## src/rtl/pc_sequencer_if.sv

```systemverilog
// Interface between the datapath/decoder and the PC sequencer.
// The master drives the op stream; the slave is the sequencer itself.
interface pc_sequencer_if;
    logic       op_valid;
    logic [2:0] op;
    logic [7:0] target;
    logic       zero;
    logic       stall;
    logic       resume;
    logic [7:0] pc_next;
    logic [7:0] pc_cur;
    logic [1:0] state;
    logic       halted;
    logic       stack_err;

    modport master (
        output op_valid, op, target, zero, stall, resume,
        input  pc_next, pc_cur, state, halted, stack_err
    );

    modport slave (
        input  op_valid, op, target, zero, stall, resume,
        output pc_next, pc_cur, state, halted, stack_err
    );
endinterface

```

## src/rtl/pc_sequencer.sv

```systemverilog
// Program-counter sequencer with jump/branch, HALT/resume and an optional
// return-address stack built only when PC_SEQ_STACK_EN is defined.
module pc_sequencer #(
    parameter int STACK_DEPTH = 4
) (
    input logic           clk,
    input logic           reset,
    pc_sequencer_if.slave bus
);
    localparam logic [1:0] ST_IDLE = 2'b00;
    localparam logic [1:0] ST_RUN  = 2'b01;
    localparam logic [1:0] ST_HALT = 2'b10;

    localparam logic [2:0] OP_NEXT = 3'b000;
    localparam logic [2:0] OP_JUMP = 3'b001;
    localparam logic [2:0] OP_BRZ  = 3'b010;
    localparam logic [2:0] OP_BRNZ = 3'b011;
    localparam logic [2:0] OP_CALL = 3'b100;
    localparam logic [2:0] OP_RET  = 3'b101;
    localparam logic [2:0] OP_HALT = 3'b110;

    // Power-up values match the reset values.
    logic [7:0] pc_r     = 8'h00;
    logic [1:0] state_r  = ST_IDLE;
    logic       halted_r = 1'b0;

    logic [1:0] state_s;
    logic [7:0] pc_next_s;
    logic [7:0] pc_inc_s;
    logic       active_s;
    logic       call_ok_s;
    logic       ret_ok_s;
    logic [7:0] top_data_s;

    assign pc_inc_s = pc_r + 8'd1;
    assign active_s = (state_r == ST_RUN) && !bus.stall && bus.op_valid;

`ifdef PC_SEQ_STACK_EN
    localparam int         IDX_W   = (STACK_DEPTH > 1) ? $clog2(STACK_DEPTH) : 1;
    localparam logic [3:0] DEPTH_C = 4'(STACK_DEPTH);

    logic [7:0]       stack_r [STACK_DEPTH];
    logic [3:0]       count_r     = 4'd0;
    logic             stack_err_r = 1'b0;
    logic             push_s;
    logic             pop_s;
    logic             err_set_s;
    logic [IDX_W-1:0] push_idx_s;
    logic [IDX_W-1:0] pop_idx_s;

    assign call_ok_s  = (count_r != DEPTH_C);
    assign ret_ok_s   = (count_r != 4'd0);
    assign push_idx_s = IDX_W'(count_r);
    assign pop_idx_s  = IDX_W'(count_r - 4'd1);
    assign top_data_s = stack_r[pop_idx_s];
    assign push_s     = active_s && (bus.op == OP_CALL) && call_ok_s;
    assign pop_s      = active_s && (bus.op == OP_RET) && ret_ok_s;
    assign err_set_s  = active_s && (((bus.op == OP_CALL) && !call_ok_s) ||
                                     ((bus.op == OP_RET) && !ret_ok_s));

    // Occupancy and sticky error; reset discards any push/pop in flight.
    always_ff @(posedge clk) begin
        if (reset) begin
            count_r     <= 4'd0;
            stack_err_r <= 1'b0;
        end else begin
            if (push_s) begin
                count_r <= count_r + 4'd1;
            end else if (pop_s) begin
                count_r <= count_r - 4'd1;
            end
            if (err_set_s) begin
                stack_err_r <= 1'b1;
            end
        end
    end

    // Return-address storage; contents above occupancy are don't-care.
    always_ff @(posedge clk) begin
        if (!reset && push_s) begin
            stack_r[push_idx_s] <= pc_inc_s;
        end
    end

    assign bus.stack_err = stack_err_r;
`else
    assign call_ok_s     = 1'b0;
    assign ret_ok_s      = 1'b0;
    assign top_data_s    = 8'h00;
    assign bus.stack_err = 1'b0;
`endif

    // State, PC and halted registers.
    always_ff @(posedge clk) begin
        if (reset) begin
            state_r  <= ST_IDLE;
            pc_r     <= 8'h00;
            halted_r <= 1'b0;
        end else begin
            state_r  <= state_s;
            pc_r     <= pc_next_s;
            halted_r <= (state_s == ST_HALT);
        end
    end

    // Next-state logic.
    always_comb begin
        state_s = state_r;
        case (state_r)
            ST_IDLE: state_s = ST_RUN;
            ST_RUN: begin
                if (active_s && (bus.op == OP_HALT)) begin
                    state_s = ST_HALT;
                end else begin
                    state_s = ST_RUN;
                end
            end
            ST_HALT: begin
                if (bus.resume) begin
                    state_s = ST_RUN;
                end else begin
                    state_s = ST_HALT;
                end
            end
            default: state_s = ST_IDLE;
        endcase
    end

    // PC selection: reset, then state, then stall/bubble, then op.
    always_comb begin
        pc_next_s = pc_r;
        if (reset) begin
            pc_next_s = 8'h00;
        end else begin
            case (state_r)
                ST_IDLE: pc_next_s = pc_r;
                ST_RUN: begin
                    if (!active_s) begin
                        pc_next_s = pc_r;
                    end else begin
                        case (bus.op)
                            OP_NEXT: pc_next_s = pc_inc_s;
                            OP_JUMP: pc_next_s = bus.target;
                            OP_BRZ:  pc_next_s = bus.zero ? bus.target : pc_inc_s;
                            OP_BRNZ: pc_next_s = bus.zero ? pc_inc_s : bus.target;
                            OP_CALL: pc_next_s = call_ok_s ? bus.target : pc_inc_s;
                            OP_RET:  pc_next_s = ret_ok_s ? top_data_s : pc_inc_s;
                            OP_HALT: pc_next_s = pc_r;
                            default: pc_next_s = pc_inc_s;
                        endcase
                    end
                end
                ST_HALT: begin
                    if (bus.resume) begin
                        pc_next_s = pc_inc_s;
                    end else begin
                        pc_next_s = pc_r;
                    end
                end
                default: pc_next_s = pc_r;
            endcase
        end
    end

    assign bus.pc_next = pc_next_s;
    assign bus.pc_cur  = pc_r;
    assign bus.state   = state_r;
    assign bus.halted  = halted_r;
endmodule

```

## src/flat_wrapper.sv

```systemverilog
// flat-port wrapper written by rule: the top's interface ports become plain ports
module pc_sequencer_flat 
#(
    parameter int STACK_DEPTH = 4
)
  (clk, reset, bus_op_valid, bus_op, bus_target, bus_zero, bus_stall, bus_resume, bus_pc_next, bus_pc_cur, bus_state, bus_halted, bus_stack_err);
  pc_sequencer_if bus_i ();
  input logic clk;
  input logic reset;
  input wire logic [$bits(bus_i.op_valid)-1:0] bus_op_valid;
  input wire logic [$bits(bus_i.op)-1:0] bus_op;
  input wire logic [$bits(bus_i.target)-1:0] bus_target;
  input wire logic [$bits(bus_i.zero)-1:0] bus_zero;
  input wire logic [$bits(bus_i.stall)-1:0] bus_stall;
  input wire logic [$bits(bus_i.resume)-1:0] bus_resume;
  output wire logic [$bits(bus_i.pc_next)-1:0] bus_pc_next;
  output wire logic [$bits(bus_i.pc_cur)-1:0] bus_pc_cur;
  output wire logic [$bits(bus_i.state)-1:0] bus_state;
  output wire logic [$bits(bus_i.halted)-1:0] bus_halted;
  output wire logic [$bits(bus_i.stack_err)-1:0] bus_stack_err;
  assign bus_i.op_valid = bus_op_valid;
  assign bus_i.op = bus_op;
  assign bus_i.target = bus_target;
  assign bus_i.zero = bus_zero;
  assign bus_i.stall = bus_stall;
  assign bus_i.resume = bus_resume;
  assign bus_pc_next = bus_i.pc_next;
  assign bus_pc_cur = bus_i.pc_cur;
  assign bus_state = bus_i.state;
  assign bus_halted = bus_i.halted;
  assign bus_stack_err = bus_i.stack_err;
  pc_sequencer #(.STACK_DEPTH(STACK_DEPTH)) u_core (.clk(clk), .reset(reset), .bus(bus_i));
endmodule
```

## config.mk

```make
export PLATFORM = sky130hd
export DESIGN_NAME = pc_sequencer_flat
export DESIGN_NICKNAME = d
export VERILOG_FILES = /design/src/rtl/pc_sequencer_if.sv /design/src/rtl/pc_sequencer.sv /design/src/flat_wrapper.sv
export SDC_FILE = /design/constraint.sdc
export NUM_CORES = 1
export LEC_CHECK = 0
export CAP_MARGIN = 40
export CORE_UTILIZATION = 50
export DETAILED_ROUTE_END_ITERATION = 8
export GPL_ROUTABILITY_DRIVEN = 0
export PLACE_DENSITY = 0.85
export SETUP_SLACK_MARGIN = 0.2
export SYNTH_ARGS = -nofsm -noshare
export SYNTH_HDL_FRONTEND = slang
export SYNTH_SLANG_ARGS = --single-unit
```

## constraint.sdc

```tcl
create_clock -name clk -period 5.29 [get_ports clk]
set_input_delay 0.7935 -clock clk [delete_from_list [all_inputs] [get_ports clk]]
set_output_delay 0.7935 -clock clk [all_outputs]
set_load 0.05 [all_outputs]
```

==> impl_metrics.ini <==
[outcome]
result_of_the_run = finished clean

[die]
floorplan.rows = 17
floorplan.initialDensity_pct = 52.7
io_pins = 37
chipWidth_um = 50.3
dieArea_mm2 = 0.00253
die_height_um = 50.3
core_region_area_mm2 = 0.00221

[logic_synthesis]
synth_commonest_cells = 15 x sky130_fd_sc_hd__nand2_1, 11 x sky130_fd_sc_hd__dfxtp_1, 10 x sky130_fd_sc_hd__nand3_1
post_synth_simple_gate_area_pct = 26.2
synth_warnings = 0
synth-edff-count = 0
synthesis.nets = 172
most_frequent_cell_after_synthesis = sky130_fd_sc_hd__nand2_1
post-synth-top-area-fraction_pct = 18.9
post_synth.cell_area_avg_um2 = 7.77
ys_async_sr_fraction_pct = 0
postSynth.topFlopCell = sky130_fd_sc_hd__dfxtp_1
synthTopCellsByArea = sky130_fd_sc_hd__dfxtp_1 19%, sky130_fd_sc_hd__ha_1 5.4%, sky130_fd_sc_hd__a221oi_1 5.3%
yosys.area_share.xor_xnor_pct = 3.76
synth-seq-cells = 11
synth_top_family_by_area = compound AO/OA/AOI/OAI gates
synth-adder-area-share_pct = 5.36
yosysTopAreaCell = sky130_fd_sc_hd__dfxtp_1
mux_contribution_to_synthesized_area_pct = 3.65
netlist_instances = 150
synth-compound-area-share_pct = 33.3
synth.yosys.seq_area_share_pct = 18.9
synthesis.area_mm2 = 0.00117
synthDistinctLibCells = 52

[setup_path]
critPathLaunch = bus_op[2]
timing.critical_path.from_type = input pin
critical-path-slowest-cell = sky130_fd_sc_hd__clkdlybuf4s50_1
worst_r2r_path_cells = 7
worst-setup-path-type = in2out
critical_path_cell_list = clkdlybuf4s50_1 -> and2b_4 -> a221oi_4 -> nor2_2 -> o311a_1 -> o32ai_1 -> clkdlybuf4s50_1
critical-path-top-delay-family = buffers and inverters
critical_path_arrival_ns = 3.56
maximum_single_stage_delay_on_the_critical_path_ns = 0.85
cpMostUsedCell = sky130_fd_sc_hd__clkdlybuf4s50_1
critical_path.reg2reg.startpoint = u_core.bus.state[1]
cp.required_ns = 4.50
worst-path-buf-inv = 2
cp_max_fo = 9
setup.worst_path.end_class = output port
setup.reg_to_reg.worst_slack_ns = 3.23
worstReg2RegEnd = u_core.bus.pc_cur[6]

[grt]
gr-usage-all-layers_pct = 26.9
grt_max_degree = 15
grt_pass1_wl_mm = 5.33
global_route.overflow_total = 0
number_of_global_route_vias_before_repair = 1196
initial_antenna_violation_count = 0

[pwr]
power_leakage_nw = 0.546
power.ir.vdd_worst_uv = 145
pwr_density_cell_mw_per_mm2 = 164
post-layout-total-power_w = 0.000247

[cts]
htree_levels = 1
tritoncts = yes
clk_pin_slew_ns = 0.09
cts_inserted_buffers = 3
cts_hold_buffers = 0
cts_max_path_buffers = 2
post_cts_resize_count = 0
root_buffer = sky130_fd_sc_hd__clkbuf_4
clock_sink_count = 11
postCtsSetupRepairBufs = 0
clock_latency_reported_for_the_late_side_of_the_worst_skew_pair_ns = 0.28

[detailed_routing]
post-route-drc-count = 0
detail_route.first_pass.iterations = 4
detail_route.iter0.violations = 69
route.final.wire_length_mm = 3.23
wl_per_cell_um = 15.5
vias_per_cell = 6.43
num_vias = 1338
postRouteAntennaNets = 0

[layout]
diodes = 0
drive_gt1_share_pct = 8.33
final_net_count = 203
layout.filler_cells = 211
areaGrowthSynthToFinish_pct = 29.0
utilization_pct = 68.0

[timing]
worst_clock_skew_ns = 0.00521
timing.fmax_ghz = 0.230
report.final.hold_viol_count = 0
final_critical_path_share_of_the_clock_period_pct = 82.3
tightest_slew_ns = 0.521
setup_tns_ns = 0
max_slew_violation_count = 0
post-route-worst-setup-slack_ns = 0.935
rsz0062_at_grt = no
finalSetupViolCount = 0
timing.final.crit_period_ns = 4.35
slew-limit-headroom_pct = 65.2

[placement]
placement.setup.worst_slack_ns = 0.970
placement.io_buffers = 35
place_hpwl_mm = 2.49

[min_path]
hold_path_end = u_core.bus.pc_cur[4]
hp-start = u_core.bus.pc_cur[4]
timing.hold.worst.class = reg2reg
hold_path_depth = 1

[flow_run]
max_cap_violations = 0
layout make-up:
class | instances | area [um^2] | area share (%)
inverter | 7 | 26.3 | 1.75
clock buffer | 4 | 26.3 | 1.75
timing repair buffer | 35 | 350 | 23.3
sequential | 11 | 220 | 14.6
multi-input combinational | 123 | 846 | 56.2
tap | 28 | 35.0 | 2.33
stage by stage:
step                hold WS [ns]  cells  instance area [um^2]
floorplan                  0.790    150                  1170
CTS                        0.613    208                  1500
global placement           0.595    204                  1480
global route               0.644    208                  1500
finish                     0.621    208                  1500
detailed placement         0.592    204                  1480
sequential cells by signal, indices dropped and copies added, names as in the netlist:
| register | cells |
|---|---|
| u_core.bus.halted | 1 |
| u_core.bus.pc_cur | 8 |
| u_core.bus.state | 2 |
logic make-up (layout without fill, tap and decap cells):
kind of cell             Yosys count  after routing
AND/OR/NAND/NOR                   57             57
AO/OA/AOI/OAI                     51             51
XOR/XNOR                           5              5
multiplexers                       4              4
flip-flops                        11             11
other                              1              1
buffers and inverters             16             46
adder cells (fa/ha/maj)            5              5
where the power goes:
part	switching (W)	internal, W
combinational	0.0000540	0.0000377
sequential	0.00000593	0.0000857
clock	0.0000345	0.0000292
layout by cell type, fill, tap and decap left out, types with 2 or more instances in the layout:
| cell | count |
|---|---|
| sky130_fd_sc_hd__and3_1 | 3 |
| sky130_fd_sc_hd__o221ai_1 | 3 |
| sky130_fd_sc_hd__nand2b_1 | 4 |
| sky130_fd_sc_hd__a21oi_1 | 8 |
| sky130_fd_sc_hd__mux2_2 | 2 |
| sky130_fd_sc_hd__nor3_1 | 2 |
| sky130_fd_sc_hd__nor2_1 | 7 |
| sky130_fd_sc_hd__a22oi_1 | 2 |
| sky130_fd_sc_hd__dfxtp_1 | 11 |
| sky130_fd_sc_hd__xor2_1 | 2 |
| sky130_fd_sc_hd__o21ai_0 | 9 |
| sky130_fd_sc_hd__or2_2 | 2 |
| sky130_fd_sc_hd__and2b_4 | 2 |
| sky130_fd_sc_hd__clkbuf_4 | 3 |
| sky130_fd_sc_hd__ha_1 | 5 |
| sky130_fd_sc_hd__a311oi_1 | 2 |
| sky130_fd_sc_hd__o22ai_1 | 2 |
| sky130_fd_sc_hd__mux2i_1 | 2 |
| sky130_fd_sc_hd__nor2b_1 | 2 |
| sky130_fd_sc_hd__o32ai_1 | 2 |
| sky130_fd_sc_hd__clkdlybuf4s50_1 | 35 |
| sky130_fd_sc_hd__nand2_1 | 15 |
| sky130_fd_sc_hd__o211ai_1 | 2 |
| sky130_fd_sc_hd__inv_1 | 7 |
| sky130_fd_sc_hd__a211o_1 | 4 |
| sky130_fd_sc_hd__a21boi_0 | 2 |
| sky130_fd_sc_hd__nand3_1 | 10 |
| sky130_fd_sc_hd__a221oi_1 | 7 |
| sky130_fd_sc_hd__xnor2_1 | 3 |
metal layers:
metal	global-route usage (%)	up-vias	routed length (um)
met5	0	-	0
met4	6.02	0	38
met3	2.73	8	206
met2	48.0	70	1600
met1	34.4	631	1390
li1	-	629	-
how the worst max path moves through the flow:
stage | endpoint | cells after the start
after global placement | bus_pc_next[6] | 7
after floorplan | bus_pc_next[6] | 6
final | bus_pc_next[6] | 7
after CTS | bus_pc_next[6] | 7
after global routing | bus_pc_next[6] | 7
after detailed placement | bus_pc_next[6] | 7
(Power assumes the default switching activity.)
